$ cat src/rtl/rom_sequencer.sv
// ROM playback sequencer: walks addresses 0..last_addr, holding each word for a fixed period.
// Optional build macro ROMSEQ_PAUSE_EN adds a pause input that freezes the per-word timer.
module rom_sequencer #(
    parameter int AW = 5,
    parameter int DW = 4,
    parameter int TW = 24
) (
    input  logic          clk,
    input  logic          rstn,
    input  logic          start,
    input  logic          stop,
    input  logic          loop,
    input  logic [AW-1:0] last_addr,
    input  logic [TW-1:0] period,
`ifdef ROMSEQ_PAUSE_EN
    input  logic          pause,
`endif
    output logic [AW-1:0] rom_addr,
    input  logic [DW-1:0] rom_data,
    output logic [DW-1:0] dout,
    output logic          dout_stb,
    output logic          busy,
    output logic          done
);

    typedef enum logic [1:0] {
        IDLE  = 2'd0,
        FETCH = 2'd1,
        LATCH = 2'd2,
        HOLD  = 2'd3
    } state_t;

    localparam logic [TW-1:0] PMIN = TW'(3);

    state_t        state_r, state_s;
    logic [TW-1:0] timer_r, timer_s;
    logic [TW-1:0] period_r, period_s;
    logic [AW-1:0] last_r, last_s;
    logic [AW-1:0] addr_s;
    logic [DW-1:0] dout_s;
    logic          stb_s;
    logic          busy_s;
    logic          done_s;
    logic          pause_s;

`ifdef ROMSEQ_PAUSE_EN
    assign pause_s = pause;
`else
    assign pause_s = 1'b0;
`endif

    // Periods below three cycles cannot cover FETCH, LATCH and one HOLD cycle.
    function automatic logic [TW-1:0] clamp_period(input logic [TW-1:0] p);
        if (p < PMIN) begin
            return PMIN;
        end else begin
            return p;
        end
    endfunction

    // Next-state and next-output logic.
    always_comb begin
        state_s  = state_r;
        timer_s  = timer_r;
        period_s = period_r;
        last_s   = last_r;
        addr_s   = rom_addr;
        dout_s   = dout;
        stb_s    = 1'b0;
        done_s   = 1'b0;
        case (state_r)
            IDLE: begin
                addr_s = {AW{1'b0}};
                if (start && !stop) begin
                    last_s   = last_addr;
                    period_s = clamp_period(period);
                    state_s  = FETCH;
                end else begin
                    state_s = IDLE;
                end
            end
            FETCH: begin
                if (stop) begin
                    state_s = IDLE;
                    addr_s  = {AW{1'b0}};
                end else begin
                    state_s = LATCH;
                end
            end
            LATCH: begin
                if (stop) begin
                    state_s = IDLE;
                    addr_s  = {AW{1'b0}};
                end else begin
                    dout_s  = rom_data;
                    stb_s   = 1'b1;
                    timer_s = period_r - PMIN;
                    state_s = HOLD;
                end
            end
            HOLD: begin
                if (stop) begin
                    state_s = IDLE;
                    addr_s  = {AW{1'b0}};
                end else if (pause_s) begin
                    state_s = HOLD;
                end else if (timer_r != {TW{1'b0}}) begin
                    timer_s = timer_r - TW'(1);
                end else if (rom_addr != last_r) begin
                    addr_s  = rom_addr + AW'(1);
                    state_s = FETCH;
                end else if (loop) begin
                    addr_s  = {AW{1'b0}};
                    state_s = FETCH;
                end else begin
                    addr_s  = {AW{1'b0}};
                    done_s  = 1'b1;
                    state_s = IDLE;
                end
            end
            default: begin
                state_s = IDLE;
                addr_s  = {AW{1'b0}};
            end
        endcase
        busy_s = (state_s != IDLE);
    end

    // State, timer, captured configuration and registered outputs.
    always_ff @(posedge clk or negedge rstn) begin
        if (!rstn) begin
            state_r  <= IDLE;
            timer_r  <= {TW{1'b0}};
            period_r <= {TW{1'b0}};
            last_r   <= {AW{1'b0}};
            rom_addr <= {AW{1'b0}};
            dout     <= {DW{1'b0}};
            dout_stb <= 1'b0;
            busy     <= 1'b0;
            done     <= 1'b0;
        end else begin
            state_r  <= state_s;
            timer_r  <= timer_s;
            period_r <= period_s;
            last_r   <= last_s;
            rom_addr <= addr_s;
            dout     <= dout_s;
            dout_stb <= stb_s;
            busy     <= busy_s;
            done     <= done_s;
        end
    end

endmodule

$ cat config.mk
export PLATFORM = sky130hd
export DESIGN_NAME = rom_sequencer
export DESIGN_NICKNAME = d
export VERILOG_FILES = /design/src/rtl/rom_sequencer.sv
export SDC_FILE = /design/constraint.sdc
export NUM_CORES = 1
export LEC_CHECK = 0
export BUFFER_PORTS_ARGS = -buffer_cell sky130_fd_sc_hd__buf_2
export CAP_MARGIN = 20
export CORE_UTILIZATION = 60
export CTS_CLUSTER_DIAMETER = 30
export DETAILED_ROUTE_END_ITERATION = 10
export PLACE_DENSITY_LB_ADDON = 0.12
export SLEW_MARGIN = 10
export SYNTH_ARGS = -nofsm -noshare
export SYNTH_HDL_FRONTEND = slang
export SYNTH_SLANG_ARGS = --single-unit
$ cat constraint.sdc
create_clock -name clk -period 5.3 [get_ports clk]
set_input_delay 0.53 -clock clk [delete_from_list [all_inputs] [get_ports clk]]
set_output_delay 0.53 -clock clk [all_outputs]
set_load 0.05 [all_outputs]
* Word-level counts from Yosys, hierarchy flattened
Index checks and enable logic that the tools add are counted.
** Word-level totals
- Input bits :: 38
- Bits in registers :: 67
** Operators by class
- Add/subtract/negate cells :: 3
- Bitwise logic cells :: 1
- Muxes and demuxes :: 25
- Magnitude comparators :: 1
- Eq/ne operators :: 9
- Reduce and logical (&&, ||, !) cells :: 11
** Operator list (count)
- 24-bit two-way mux :: 4
- 24-bit one-hot mux with 2 select lines :: 1
- 24-bit by 2-bit less-than comparator with 1-bit output, second input constant :: 1
- 24-bit nonzero test :: 1
- 24-bit by 1-bit subtractor with 24-bit output, second input constant :: 1
- 24-bit by 2-bit subtractor with 24-bit output, second input constant :: 1
- 5-bit two-way mux :: 4
- 5-bit one-hot mux with 3 select lines :: 1
- 1-bit two-way mux :: 10
- 2-bit two-way mux :: 4
- 2-bit one-hot mux with 4 select lines :: 1
- 2-bit inequality test, second input constant :: 3
- 2-bit AND reduction :: 3
- 5-bit by 1-bit adder with 5-bit output, second input constant :: 1
- 5-bit inequality test :: 1
- 2-bit == test, second input constant :: 2
- 4-bit AND reduction :: 1
- 2-bit nonzero test :: 2
- 3-bit inequality test, second input constant :: 1
- 2-bit by 1-bit == test with 1-bit output, second input constant :: 1
- 2-bit logical NOT :: 1
- 2-bit by 1-bit inequality test with 1-bit output, second input constant :: 1
- 2-bit OR reduction :: 1
- 1-bit logical AND :: 1
- 2 further kinds :: 2

* Depth between registers and ports, before layout
Gate-level depths: netlist of run 1.
- Depth after elaboration :: 6
- Mapped depth :: 10
- Depth with buffers taken out :: 8

* Worst setup path before layout of run 1
Ideal clock, no wire load.
- Path kind :: flip-flop to flip-flop
- Start point :: reg timer_r[0]
- End point :: reg timer_r[16]
- Path buffers :: 2
- Arrival time :: 2.430 ns
- Path slack :: 2.733 ns
- Clock period less this slack :: 2.567 ns
- Library setup time :: 0.137 ns
- Data required time :: 5.163 ns
- Stages on the path, launching flop included :: 11
- Path through :: dfrtp_1 > inv_1 > ha_1 > or4b_1 > or3_1 > buf_4 > o31ai_4 > nand2_2 > clkbuf_1 > o22ai_1 > a21oi_1
** On the way
- Cells in the longest elaborated chain, start to end :: 4
** RTL lines
- start, declared :: line 36 : logic [TW-1:0] timer_r, timer_s;
- start signal, assigned :: line 133 : timer_r <= {TW{1'b0}};
- start signal, assigned :: line 143 : timer_r <= timer_s;
- 24-bit by 1-bit subtractor with 24-bit output :: line 108 : timer_s = timer_r - TW'(1);
- 24-bit two-way mux :: line 107 : end else if (timer_r != {TW{1'b0}}) begin
- 24-bit two-way mux :: line 102 : if (stop) begin
- 24-bit one-hot mux with 2 select lines :: line 71 : case (state_r)
Parallel ways exist; a longest one is shown, timed or not. The select of a mux whose other input is x is not followed.
A chain may end at the register's enable or synchronous reset.

* Final worst setup path of run 1
- Start point :: reg timer_r[1]
- End point :: reg timer_r[3]
The elaborated chain is that of the path after synthesis.

==> results of run 1 <==
[metrics by stage]
stage	instances	hold slack [ps]	total power, uW	utilization (%)	cell area, sq um
2_1_floorplan	431	234	1020	-	3810
5_1_grt	558	381	1730	71.9	4330
6_report	558	366	1630	71.9	4330
4_1_cts	558	362	1630	71.9	4330
3_3_place_gp	541	484	1130	68.1	4100
3_5_place_dp	542	490	1150	68.2	4110
[sequential cells by signal, summed over array words and instances (netlist names)]
register / count
busy: 1
done: 1
dout: 4
dout_stb: 1
last_r: 5
period_r: 24
rom_addr: 5
state_r: 2
timer_r: 24
[metal layers]
layer	share of wire [%]	track usage, %	up-vias	wire [um]
li1	-	-	1642	-
met1	48	41.6	1549	4110
met2	45	42.9	143	3860
met3	6.0	4.33	11	514
met4	1.2	10.2	0	102
met5	0	0	-	0
[layout make-up]
type / count / area, sq um
Clock inverter: 5 / 75.1
Sequential cell: 67 / 1680
Inverter: 6 / 22.5
Clock buffer: 11 / 151
Fill cell: 473 / 1690
Timing Repair Buffer: 53 / 272
Tap cell: 75 / 93.8
Multi-Input combinational cell: 341 / 2040
[final timing paths]
check / startpoint / endpoint / slack [ps] / cells after the start
setup reg to reg: timer_r[1] / timer_r[3] / 2280 / 8
min in group clk: last_addr[1] / last_r[1] / 370 / 3
hold reg to reg: dout[2] / dout[2] / 500 / 1
setup / recovery: timer_r[1] / timer_r[3] / 2280 / 8
hold / removal: rstn / timer_r[7] / 370 / 2
max in group asynchronous: rstn / period_r[23] / 4390 / 2
[cell usage after synthesis, types with 7 or more instances]
cell type	n	area share, %
nor2_1	25	2.5
nand2_1	101	9.9
nand3_1	13	1.7
a21oi_1	15	2.0
xnor2_1	13	3.0
dfrtp_1	67	44
or4_1	7	1.4
clkbuf_1	13	1.3
xor2_1	13	3.0
o21ai_1	8	1.1
nor3_1	13	1.7
ha_1	8	2.6
nor4_1	14	2.3
o21ai_0	19	2.5
[cells by family (layout without fill, tap and decap cells)]
family                     after synthesis  in the layout  synth area share, %
muxes                                    9              9                 2.49
xor gates and xnor gates                26             26                 5.97
and+or+nand+nor                        214            214                 27.4
adders and majority gates                8              8                 2.63
buffers and inverters                   23             75                 2.43
DFF                                     67             67                 44.0
AOI/OAI and AO/OA                       84             84                 15.1
[critical path, cell delays in order (launching register included)]
cell     delay, ps
dfrtp_1        390
inv_1           80
ha_1           200
or4b_1         530
or3_1          510
o31a_1         560
nor2_4         290
o21ai_0        140
a21o_1         190
[power by group through the flow]
stage	registers, uW	clock network, uW	logic, uW
3_3_place_gp	771	0	359
5_1_grt	793	514	418
3_5_place_dp	777	0	368
6_report	774	488	372
2_1_floorplan	767	0	257
4_1_cts	768	490	371
==> impl_metrics.json, run 1 <==
{
  "cts_root_buf": "clkbuf_8",
  "clkSinkCount": 67,
  "dp_slack_ps": 2330,
  "rsz0062_at_grt": "no",
  "wl_per_cell_um": 15.4,
  "timing.slew.headroom_pct": 32.6,
  "cts_resized": 0,
  "status": "finished clean",
  "synth_area_sq_um": 3810,
  "ys.flop_type": "dfrtp_1",
  "drv_cap": 0,
  "die_x_um": 81.7,
  "drt_first_pass_iters": 5,
  "viasPerCell": 5.99,
  "row_count": 28,
  "final_common_cell": "nand2_1",
  "grt_pass1_vias": 3011,
  "p_clk_share_pct": 29.9,
  "htree_levels": 3,
  "setup_ws_ps": 2280,
  "coreArea_sq_um": 6030,
  "insertedDiodeCount": 0,
  "die_area_sq_um": 6680,
  "cts_buffer_depth": 2,
  "grt_max_degree": 68,
  "critPathLaunchType": "flip-flop",
  "slew_viol_final": 0,
  "synth_seq_cells": 67,
  "clkTransAtPathRegs_ps": 80,
  "crit_type": "reg -> reg",
  "required_ps": 5530,
  "finClkSkew_ps": 8.42,
  "die_h_um": 81.7,
  "cts_tree": "yes",
  "async_reset_ff_share_pct": 100,
  "synth_cell_types": 57,
  "cp.arrival_ps": 3250,
  "area_growth_pct": 13.7,
  "holdBufCountCts": 0,
  "period_share_pct": 56.9,
  "hold_violations": 0,
  "cts_setup_buffers": 0,
  "start_util_pct": 63.3,
  "timing.fmax_ghz": 0.332,
  "grtUsageTotal_pct": 28.5,
  "tightest_slew_ps": 1010,
  "seqPwrFrac_pct": 47.4,
  "yosys_warnings": 0,
  "critical_path.max_fanout": 15,
  "final_cell_mix": "nand2_1 (101), dfrtp_1 (67), buf_2 (49)",
  "dp_hpwl_mm": 6.01,
  "drt-total-wl_mm": 8.59,
  "power_density_nw_per_um2": 377,
  "synth_edf_count": 0,
  "drcViolationCount": 0,
  "switching_share_pct": 33.7,
  "finalSetupViolCount": 0,
  "layout.nets": 524,
  "grt_pass1_wl_mm": 14.3,
  "max-vdd-ir-drop_uv": 268,
  "syn_avg_cell_area_sq_um": 8.85,
  "synth_cells": 431,
  "ios": 50,
  "p_leak_uw": 0.00196,
  "yosysSeqAreaShare_pct": 44.0,
  "crit_path_end_kind": "flip-flop",
  "detail-route-antenna-nets": 0,
  "place_congestion": 0.877,
  "route.vias.total": 3345,
  "drive_gt1_share_pct": 17.0,
  "drt_iter0_drc": 391,
  "internal-power_uw": 1080,
  "portBuffers": 49,
  "min_period_ps": 3020,
  "antenna_found_initial": 0,
  "tns_ps": 0,
  "hp-class": "in -> async",
  "grt_overflow": 0,
  "power_switching_uw": 551,
  "p_comb_share_pct": 22.8,
  "syn_nets": 477,
  "cts_buffers": 9,
  "clk_latency_ps": 350
}
Power figures use the tool's default switching activity.
==> run 2, diff against run 1 <==
ABC_AREA = 1   (was unset)
CORE_UTILIZATION = 59   (was 60)
clock period = 2.8 ns   (was 5.3 ns; I/O delays follow)
==> run 2 against run 1 <==
Net effect: the flow now finishes with violations (hold timing); global-route usage grew 0.57 points; non-clock buffer count shrank 1; critical path depth grew 1; utilization shrank 2.1 points; clock skew grew 7.6 ps; maximum frequency grew 54%; via count grew 23%; total power grew to 3.0 times the previous value; highest routed layer unchanged; synthesized cell count grew 48%; hold slack lost 370 ps.
==> impl_metrics.json, run 2 <==
{
  "grt_pass1_vias": 3738,
  "p_clk_share_pct": 17.5,
  "area_growth_pct": 12.1,
  "switching_share_pct": 47.4,
  "final_core_utilization_pct": 69.9,
  "cts_setup_buffers": 0,
  "insertedDiodeCount": 0,
  "drv_cap": 0,
  "tightest_slew_ps": 785,
  "coreArea_sq_um": 6910,
  "yosysSeqAreaShare_pct": 38.9,
  "status": "finished, violations left",
  "max-vdd-ir-drop_uv": 504,
  "route.vias.total": 4126,
  "cts_tree": "yes",
  "power_density_nw_per_um2": 1030,
  "finClkSkew_ps": 16.1,
  "viasPerCell": 5.23,
  "holdBufCountCts": 0,
  "whs_ps": -0.433,
  "ys.flop_type": "dfrtp_1",
  "drcViolationCount": 0,
  "antenna_found_initial": 0,
  "timing.fmax_ghz": 0.511,
  "tns_ps": 0,
  "synth_top_area_share_pct": 38.9,
  "drt-total-wl_mm": 10.2,
  "final_area_sq_um": 4830,
  "crit_top_cell": "inv_1",
  "placed_area_sq_um": 4610,
  "grt_overflow": 0,
  "layout.nets": 734,
  "crit_path_cell_trace": "inv_1 -> ha_1 -> nand2_2 -> inv_1 -> nand2_1 -> nand2_4 -> inv_6 -> a21oi_1 -> nor2_1",
  "synth_cells": 640,
  "seqPwrFrac_pct": 37.1,
  "detail-route-antenna-nets": 0,
  "yosysTopAreaCell": "dfrtp_1",
  "timing.slew.headroom_pct": 47.7,
  "worst_path_largest_cell_delay_ps": 410,
  "reg2regPathDepth": 9,
  "violations": "hold timing",
  "row_count": 30,
  "grt_pass1_wl_mm": 17.2,
  "grtUsageTotal_pct": 29.1,
  "final_common_cell": "nand2_1",
  "synthMostInstantiatedCell": "nand2_1",
  "htree_levels": 3,
  "clk_latency_ps": 360,
  "portBuffers": 49,
  "synth_seq_cells": 67,
  "syn_nets": 686,
  "dp_hpwl_mm": 7.53,
  "synth_edf_count": 0,
  "min_period_ps": 1960,
  "p_leak_uw": 0.00252,
  "finalSetupViolCount": 0,
  "die_x_um": 87.4,
  "power_switching_uw": 2350,
  "cp.arrival_ps": 2210,
  "critical_path.max_fanout": 33,
  "r2r_slack_ps": 840,
  "clkTransAtPathRegs_ps": 80,
  "place_congestion": 0.958,
  "start_util_pct": 62.3,
  "ios": 50,
  "cts_resized": 0,
  "crit_slowest_cell": "dfrtp_1",
  "required_ps": 3050,
  "cts_root_buf": "clkbuf_8",
  "wl_per_cell_um": 12.9,
  "total_power_uw": 4960,
  "crit_type": "reg -> reg",
  "reg2reg_to": "timer_r[3]",
  "period_share_pct": 69.9,
  "cts_buffer_depth": 2,
  "synth_common_cells": "nand2_1 (214), nor2_1 (84), inv_1 (80)",
  "yosys_warnings": 0,
  "ys_top_cells_by_area": "dfrtp_1 (39%), nand2_1 (19%), nor2_1 (7.3%)",
  "internal-power_uw": 2610,
  "hold_violations": 1,
  "p_comb_share_pct": 45.5,
  "rsz0062_at_grt": "no",
  "r2r_start": "state_r[0]",
  "clkSinkCount": 67,
  "slew_viol_final": 0,
  "top_regs": "period_r (24), timer_r (24)",
  "synth_area_sq_um": 4310,
  "die_h_um": 87.4,
  "syn_avg_cell_area_sq_um": 6.73,
  "final_cell_mix": "nand2_1 (214), nor2_1 (84), inv_1 (80)",
  "drt_iter0_drc": 202,
  "grt_max_degree": 39,
  "drive_gt1_share_pct": 12.8,
  "async_reset_ff_share_pct": 100,
  "hp-class": "in -> async",
  "critPathLaunchType": "flip-flop",
  "synth_cell_types": 33,
  "cts_buffers": 9,
  "crit_path_end_kind": "flip-flop",
  "drt_first_pass_iters": 4,
  "die_area_sq_um": 7640
}
run 2: changes by cell type after synthesis, sizes merged, moves of 7 or more:
cell and change:
clkbuf -7, inv +76, nand2 +118, nand3 +36, nand4 +8, nor2 +67, nor3 -12, nor4 -10
o21ai +22, or4 -9, xnor2 -8
run 2: layer usage:
| layer | track usage, % | share of wire [%] | wire [um] | vias to the layer above |
|---|---|---|---|---|
| met5 | 0 | 0 | 0 | - |
| met4 | 11.2 | 1.6 | 159 | 0 |
| met3 | 4.64 | 4.6 | 469 | 15 |
| met2 | 45.3 | 45 | 4620 | 111 |
| met1 | 40.7 | 48 | 4910 | 1884 |
| li1 | - | - | - | 2116 |
run 2: stage by stage:
step / cells / setup slack (ps)
2_1_floorplan: 640 / 1210
3_3_place_gp: 773 / 946
3_5_place_dp: 773 / 875
4_1_cts: 789 / 844
5_1_grt: 789 / 699
6_report: 789 / 844
run 2: power groups by stage:
stage / sequential, uW / combinational [uW] / clock, uW
2_1_floorplan: 1850 / 1630 / 0
3_3_place_gp: 1820 / 2150 / 0
3_5_place_dp: 1840 / 2220 / 0
4_1_cts: 1830 / 2240 / 862
5_1_grt: 1890 / 2570 / 907
6_report: 1840 / 2260 / 866
run 2: kinds of logic (layout without fill, tap and decap cells):
kind of cell | Yosys count | count (layout) | share of synthesized area, %
buffers and inverters | 97 | 150 | 9.42
DFF | 67 | 67 | 38.9
and+or+nand+nor | 381 | 381 | 37.4
adders and majority gates | 8 | 8 | 2.32
AOI/OAI and AO/OA | 75 | 75 | 9.50
xor gates and xnor gates | 12 | 12 | 2.44
run 2: final cells by class:
type,count,area [sq um]
well taps,96,120
multi-input cells,476,2220
flip-flops and latches,67,1680
inverters,82,313
clock buffers,12,165
fillers,649,2080
repair buffers,52,280
clock inverters,4,47.5
run 2: worst max-delay path: cells and delay by family (launching register included):
family | cells | cell delay [ps]
AND/OR/NAND/NOR | 4 | 620
buffers and inverters | 3 | 460
adder cells (fa/ha/maj) | 1 | 200
AO/OA/AOI/OAI | 1 | 140
flip-flops | 1 | 410
run 2: worst max path at each step:
stage / startpoint / endpoint / slack, ps / depth (start not counted)
CTS: state_r[0] / timer_r[3] / 840 / 9
global route: state_r[0] / timer_r[3] / 700 / 9
global placement: state_r[0] / timer_r[3] / 950 / 7
finish: state_r[0] / timer_r[3] / 840 / 9
floorplan: timer_r[0] / timer_r[3] / 1210 / 10
detailed placement: state_r[0] / timer_r[3] / 880 / 9
